$ cat src/rtl/btb_tag_ctrl.sv
// Tag SRAM sequencer for the BTB: clears the array after reset/flush, then shares the single
// RW port between fetch lookups and a 2-deep update FIFO, with forwarding from queued updates.
module btb_tag_ctrl #(
   parameter int IDX_W = 8,
   parameter int TAG_W = 21
) (
   input  logic             clk,
   input  logic             rst_n,
   input  logic             flush,
   output logic             init_done,
   input  logic             lk_valid,
   output logic             lk_ready,
   input  logic [IDX_W-1:0] lk_idx,
   input  logic [TAG_W-1:0] lk_tag,
   output logic             lk_resp_valid,
   output logic             lk_hit,
   input  logic             up_valid,
   output logic             up_ready,
   input  logic [IDX_W-1:0] up_idx,
   input  logic [TAG_W-1:0] up_tag,
   input  logic             up_inval,
   output logic             sram_csb,
   output logic             sram_web,
   output logic [IDX_W-1:0] sram_addr,
   output logic [TAG_W:0]   sram_din,
   input  logic [TAG_W:0]   sram_dout
);

   typedef enum logic [1:0] {IDLE, INIT, RUN} state_t;

   typedef struct packed {
      logic [IDX_W-1:0] idx;
      logic [TAG_W:0]   data;
   } upd_t;

   state_t           state;
   logic [IDX_W-1:0] init_cnt;
   upd_t             fifo [2];
   logic             rd_ptr, wr_ptr;
   logic [1:0]       cnt;

   logic             resp_q, fwd_q;
   logic [TAG_W:0]   fwd_data_q;
   logic [TAG_W-1:0] lk_tag_q;

   logic             run, full, lk_acc, pop, push;
   upd_t             head, tail, push_ent;
   logic             fwd_nxt;
   logic [TAG_W:0]   fwd_data_nxt;
   logic [TAG_W:0]   word;

   assign run       = (state == RUN);
   assign full      = (cnt == 2'd2);
   assign head      = fifo[rd_ptr];
   assign tail      = fifo[~rd_ptr];
   assign init_done = run;

   // A full FIFO takes the port for one cycle, which bounds lookup starvation to one cycle.
   assign lk_ready  = run & ~full;
   assign lk_acc    = lk_valid & lk_ready;
   assign pop       = run & (full | (~lk_valid & (cnt != 2'd0)));
   assign up_ready  = run & ~full;
   assign push      = up_valid & up_ready;

   assign push_ent.idx  = up_idx;
   assign push_ent.data = up_inval ? '0 : {1'b1, up_tag};

   always_comb begin
      sram_csb  = 1'b1;
      sram_web  = 1'b1;
      sram_addr = '0;
      sram_din  = '0;
      if (state == INIT) begin
         sram_csb  = 1'b0;
         sram_web  = 1'b0;
         sram_addr = init_cnt;
      end else if (pop) begin
         sram_csb  = 1'b0;
         sram_web  = 1'b0;
         sram_addr = head.idx;
         sram_din  = head.data;
      end else if (lk_acc) begin
         sram_csb  = 1'b0;
         sram_addr = lk_idx;
      end
   end

   // Tail is the younger entry and never drains, so it overrides a head match.
   always_comb begin
      fwd_nxt      = 1'b0;
      fwd_data_nxt = '0;
      if ((cnt != 2'd0) && !pop && (head.idx == lk_idx)) begin
         fwd_nxt      = 1'b1;
         fwd_data_nxt = head.data;
      end
      if (full && (tail.idx == lk_idx)) begin
         fwd_nxt      = 1'b1;
         fwd_data_nxt = tail.data;
      end
   end

   always_ff @(posedge clk or negedge rst_n) begin
      if (!rst_n) begin
         state    <= IDLE;
         init_cnt <= '0;
      end else begin
         case (state)
            IDLE: begin
               state    <= INIT;
               init_cnt <= '0;
            end
            INIT: begin
               if (flush) begin
                  init_cnt <= '0;
               end else if (init_cnt == {IDX_W{1'b1}}) begin
                  state    <= RUN;
                  init_cnt <= '0;
               end else begin
                  init_cnt <= init_cnt + 1'b1;
               end
            end
            RUN: begin
               if (flush) begin
                  state    <= INIT;
                  init_cnt <= '0;
               end
            end
            default: state <= IDLE;
         endcase
      end
   end

   always_ff @(posedge clk or negedge rst_n) begin
      if (!rst_n) begin
         for (int i = 0; i < 2; i++) fifo[i] <= '0;
         rd_ptr <= 1'b0;
         wr_ptr <= 1'b0;
         cnt    <= '0;
      end else if (flush && (state != IDLE)) begin
         rd_ptr <= 1'b0;
         wr_ptr <= 1'b0;
         cnt    <= '0;
      end else begin
         if (push) begin
            fifo[wr_ptr] <= push_ent;
            wr_ptr       <= ~wr_ptr;
         end
         if (pop) rd_ptr <= ~rd_ptr;
         cnt <= cnt + {1'b0, push} - {1'b0, pop};
      end
   end

   // Response stage survives flush; only reset drops it.
   always_ff @(posedge clk or negedge rst_n) begin
      if (!rst_n) begin
         resp_q     <= 1'b0;
         fwd_q      <= 1'b0;
         fwd_data_q <= '0;
         lk_tag_q   <= '0;
      end else begin
         resp_q <= lk_acc;
         if (lk_acc) begin
            fwd_q      <= fwd_nxt;
            fwd_data_q <= fwd_data_nxt;
            lk_tag_q   <= lk_tag;
         end
      end
   end

   assign word          = fwd_q ? fwd_data_q : sram_dout;
   assign lk_resp_valid = resp_q;
   assign lk_hit        = resp_q & word[TAG_W] & (word[TAG_W-1:0] == lk_tag_q);

endmodule

$ cat config.mk
export PLATFORM = sky130hd
export DESIGN_NAME = btb_tag_ctrl
export DESIGN_NICKNAME = d
export VERILOG_FILES = /design/src/rtl/btb_tag_ctrl.sv
export SDC_FILE = /design/constraint.sdc
export NUM_CORES = 1
export LEC_CHECK = 0
export BUFFER_PORTS_ARGS = -buffer_cell sky130_fd_sc_hd__buf_2
export CORE_MARGIN = 2
export CORE_UTILIZATION = 56
export CTS_BUF_LIST = sky130_fd_sc_hd__clkbuf_16
export DETAILED_ROUTE_END_ITERATION = 10
export GPL_TIMING_DRIVEN = 0
export PLACE_DENSITY = 0.81
export SYNTH_ARGS = -nofsm -noshare
export SYNTH_HDL_FRONTEND = slang
export SYNTH_SLANG_ARGS = --single-unit
export TNS_END_PERCENT = 5
$ cat constraint.sdc
create_clock -name clk -period 2.4 [get_ports clk]
set_input_delay 0.12 -clock clk [delete_from_list [all_inputs] [get_ports clk]]
set_output_delay 0.12 -clock clk [all_outputs]
set_load 0.02 [all_outputs]
# Word level (Yosys, flattened, before mapping)
# Index checks and enable logic that the tools add are counted.
# word_totals
regBits,119
latchBits,0
mem_bits_rw,0
rom_bits,0
in_bits,86
wordCells,99
memories,0
# op_classes
n_addsub,3
mul,0
n_div,0
n_lt_le_gt_ge,4
eq_ne,10
shift,0
muxes,38
bitwise_logic,16
n_reduce_logical,15
# op_table
operator,n
$mux 30,7
$mux 22,6
$bwmux 60,1
$mux 8,6
$demux 30 s1,1
$pmux 8 s3,1
$eq 21x21->1,1
$eq 8x8->1,2
$mux 1,11
$add 8x1->8 const B,1
$eq 8x8->1 const B,1
$mux 2,4
$reduce_bool 2->1,4
$and 1x1->1,7
$ge 2x2->1 const B,3
$not 1->2,3
$pmux 2 s3,1
$logic_and 1x1->1,5
$not 1->1,5
$eq 2x2->1 const B,2
$ne 2x2->1 const B,2
$reduce_and 2->1,2
$reduce_and 3->1,1
$reduce_bool 3->1,1
other kinds (8),8

# Logic depth before layout (Yosys ltp)
# depth
depth_word,9
mapped_depth,10

# Least setup slack after synthesis
# OpenSTA, ideal clock, no wires.
# synth_path
kind,register -> output
from,reg fwd_q
to,out lk_hit
arrival_ns,2.332
t_required_ns,2.280
path_slack_ns,-0.052
path_stages_with_launch,8
n_path_buf,2
cell_sequence,dfrtp_1 clkbuf_1 buf_1 mux2i_1 xnor2_1 nor4_1 nand4_1 nor4_1
# synth_via
elab_chain_cells,3
# synth_lines
element,line_no,text
start: declaration,42,"logic resp_q, fwd_q;"
start signal: assignment,163,fwd_q <= fwd_nxt;
$mux 22 *,170,assign word = fwd_q ? fwd_data_q : sram_dout;
$eq 21x21->1 or $and 1x1->1 (tied branches),172,assign lk_hit = resp_q & word[TAG_W] & (word[TAG_W-1:0] == lk_tag_q);
$and 1x1->1 *,172,
end: declaration,16,"output logic lk_hit,"
# Every way passes the cells marked *; elsewhere a longest branch is shown, timed or not.

# Final worst setup path
# layout_path
from,reg rd_ptr
to,reg fwd_data_q[14]
# layout_via
elab_chain_cells,8
# layout_lines
element,line_no,text
start: declaration,39,"logic rd_ptr, wr_ptr;"
start signal: assignment,148,if (pop) rd_ptr <= ~rd_ptr;
$not 1->2 (not written as such) or $not 1->1 (tied branches),"54, 55",
$mux 30 (not written as such) or $not 1->2 (tied branches),"54, 55",
"$mux 30, on equally long branches (2 in series)","54, 55",
$eq 8x8->1 or $mux 30 (tied branches),"92, 55",
$logic_and 1x1->1 or $eq 8x8->1 (tied branches),"92, 96",
$mux 22 or $logic_and 1x1->1 (tied branches),"92, 96",
$mux 22 *,96,if (full && (tail.idx == lk_idx)) begin
end signal: assignment,164,fwd_data_q <= fwd_data_nxt;
end: declaration,43,logic [TAG_W:0] fwd_data_q;
# Every way passes the cells marked *; elsewhere a longest branch is shown, timed or not. The select of a mux whose other input is x is not followed.
# A chain may end at the register's enable or synchronous reset.

==> results.json <==
{
  "wl_per_cell_um": 19.2,
  "power.leakage_nw": 3.90,
  "start_util": 0.579,
  "peakVddDrop_mv": 0.451,
  "die-width_um": 110,
  "outcome": "complete, but fails checks",
  "post-route-period-util": 1.07,
  "vias_per_cell": 5.86,
  "netlist_area_mm2": 0.00633,
  "crit_type": "reg2reg",
  "hpwl_mm": 12.2,
  "r2r_slack_ns": -0.16,
  "report.final.slew_viol_count": 0,
  "end_kind": "flop",
  "htree_num_levels": 4,
  "clk_pin_slew_worst_paths_ns": 0.06,
  "fp-row-count": 38,
  "clock_skew_ns": 0.0118,
  "synth-edff-count": 0,
  "antenna_found_initial": 0,
  "synth_area_leader_cell": "dfrtp_1",
  "dieHeight_um": 110,
  "ys_seq_elements": 119,
  "hold_class": "in2reg",
  "synthTopCellsByArea": "dfrtp_1 47%, mux2i_1 9.3%, nand2_1 9.3%, xor2_1 4.2%, o21ai_0 4.1%",
  "max_freq_ghz": 0.390,
  "die_area_mm2": 0.0122,
  "r2r_start": "rd_ptr",
  "violations": "hold timing, setup timing",
  "core_mm2": 0.0109,
  "rsz0062_at_grt": "true",
  "drt_first_pass_iters": 7,
  "setup_tns_ns": -2.68,
  "hp-start": "up_tag[18]",
  "hold_violations": 2,
  "grt_pass1_vias": 5469,
  "ys_seq_area_frac": 0.470,
  "grt_pass1_wl_mm": 27.8,
  "synth_top_cell_area_share": 0.470,
  "cts_tree": "built",
  "regToRegEndpoint": "fwd_data_q[14]",
  "port_buffers": 122,
  "grt_max_degree": 77,
  "nNetsFinal": 938,
  "drcViolationCount": 0,
  "insertion_delay_ns": 0.42,
  "crit_start": "rd_ptr",
  "totalPowerFinal_mw": 4.80,
  "final_layout_size_suffix_gt1_frac": 0.281,
  "num_io_pins": 123,
  "crit_required_ns": 2.68,
  "place_ws_ns": -0.251,
  "grt.total_usage": 0.306,
  "ant_nets": 0,
  "postSynthCellCount": 660,
  "avgSynthCellArea_um2": 9.59,
  "clock-sinks": 119,
  "clock-root-buffer": "clkbuf_16",
  "min_to": "fifo[48]",
  "holdWs_ns": -0.0123,
  "drtIter0Drc": 592,
  "syn2layout_area_growth_pct": 32.9,
  "yosys_warnings": 0,
  "powerDensity_mw_per_mm2": 571,
  "setup_viol": 21,
  "final_cell_mix": "156 x nand2_1, 122 x buf_2, 118 x dfrtp_1, 52 x o21ai_0, 47 x mux2i_1",
  "wirelength_mm": 19.2,
  "layout_commonest_cell": "nand2_1",
  "numCtsBuffers": 17,
  "n_antenna_cell": 0,
  "synthesis.nets": 748,
  "slew_headroom": 0.623,
  "grt-ovfl-total": 0,
  "worst_pin_slew_ns": 0.566,
  "gp_congestion": 0.897,
  "drv_cap": 0,
  "start_kind": "flop",
  "clockBufferDepth": 2,
  "final_util": 0.769,
  "vias": 5870,
  "cp_max_fo": 10,
  "finalWorstSetupSlack_ns": -0.163,
  "fin_crit_ns": 2.56,
  "r2r_cells": 9,
  "holdPathStages": 3,
  "worstPathArrival_ns": 2.84,
  "synthFlopType": "dfrtp_1",
  "async_flop_share": 1.00,
  "synth_cell_types": 38
}
[metal layers]
layer  up-vias  GRT usage  wire length [um]
met5         -          0                 0
met4         0     0.0964               582
met2       330      0.487              9010
met3        57     0.0647              1620
met1      2841      0.422              7980
li1       2642          -                 -
[kinds of logic (layout without fill, tap and decap cells)]
family,count (synthesis),count (layout),synth area share
buf+inv,48,250,0.0378
flops,119,119,0.470
simple gates,271,271,0.192
mux,77,77,0.125
xor+xnor,47,47,0.0650
fa+ha+maj,2,2,0.00395
compound gates,96,96,0.106
[sequential cells by signal, indices dropped and copies added (netlist names)]
signal         flops
wr_ptr             1
lk_tag_q          21
cnt                2
fifo              60
fwd_data_q        22
init_cnt           8
lk_resp_valid      1
state              2
fwd_q              1
rd_ptr             1
[worst max-delay path: stages, from the launching register on]
cell	delay, ns
dfrtp_1	0.34
buf_6	0.16
mux2i_2	0.29
xor2_1	0.28
nand4_1	0.19
or4_4	0.55
buf_6	0.14
clkbuf_2	0.19
nand4_1	0.17
o211ai_1	0.10
[layout make-up]
class / count / area, um2
Clock buffer: 17 / 425
Buffer: 43 / 304
Tap cell: 140 / 175
Inverter: 4 / 15.0
Fill cell: 671 / 2520
Sequential cell: 119 / 2980
Multi-Input combinational cell: 493 / 3230
Timing Repair Buffer: 172 / 1140
Clock inverter: 14 / 145
[synthesized netlist by cell type (2+ instances only)]
library cell and n:
nand2_1 157, dfrtp_1 119, mux2i_1 59, o21ai_0 52, nor2_1 40, clkbuf_1 32
xor2_1 30, nand4_1 27, nand2b_1 24, o211ai_2 19, mux2_2 18, xnor2_1 17
a22oi_1 8, buf_6 7, a21oi_1 6, nand3_1 6, inv_1 4, nor2b_1 4
nor4_1 4, o211ai_1 3, a22o_1 2, a31oi_1 2, and3_1 2, buf_1 2
buf_2 2, ha_1 2
[power by group]
part | switching (mW) | internal (mW) | total, mW
Sequential | 0.00691 | 2.01 | 2.02
Clock | 0.897 | 1.60 | 2.49
Combinational | 0.145 | 0.145 | 0.290
[what timing repair did]
| action | 4_1_cts | 5_1_grt |
|---|---|---|
| setup buffers | 2 | 6 |
| cloned | 0 | 1 |
| pin swaps | 1 | 10 |
| hold buffers | 40 | 0 |
| endpoints found under the hold margin | 93 | 0 |
| resized for setup | 22 | 44 |
| endpoints found under the setup margin | 60 | 51 |
[stage by stage]
| step | hold WS, ns | instance area (um2) | std cells |
|---|---|---|---|
| finish | -0.0123 | 8410 | 1002 |
| CTS | 0.000222 | 8200 | 995 |
| detailed placement | 0.0630 | 7160 | 923 |
| floorplan | -0.176 | 6340 | 660 |
| global route | 0.00945 | 8410 | 1002 |
| global placement | 0.317 | 7120 | 922 |
[how the worst max path moves through the flow]
stage	end	cells past startpoint
6_report	fwd_data_q[14]	9
4_1_cts	fwd_data_q[16]	10
3_5_place_dp	fwd_data_q[13]	10
2_1_floorplan	fifo[53]	7
5_1_grt	fwd_data_q[15]	9
3_3_place_gp	fwd_data_q[14]	10
No activity file was read; power rests on OpenSTA's default activity.
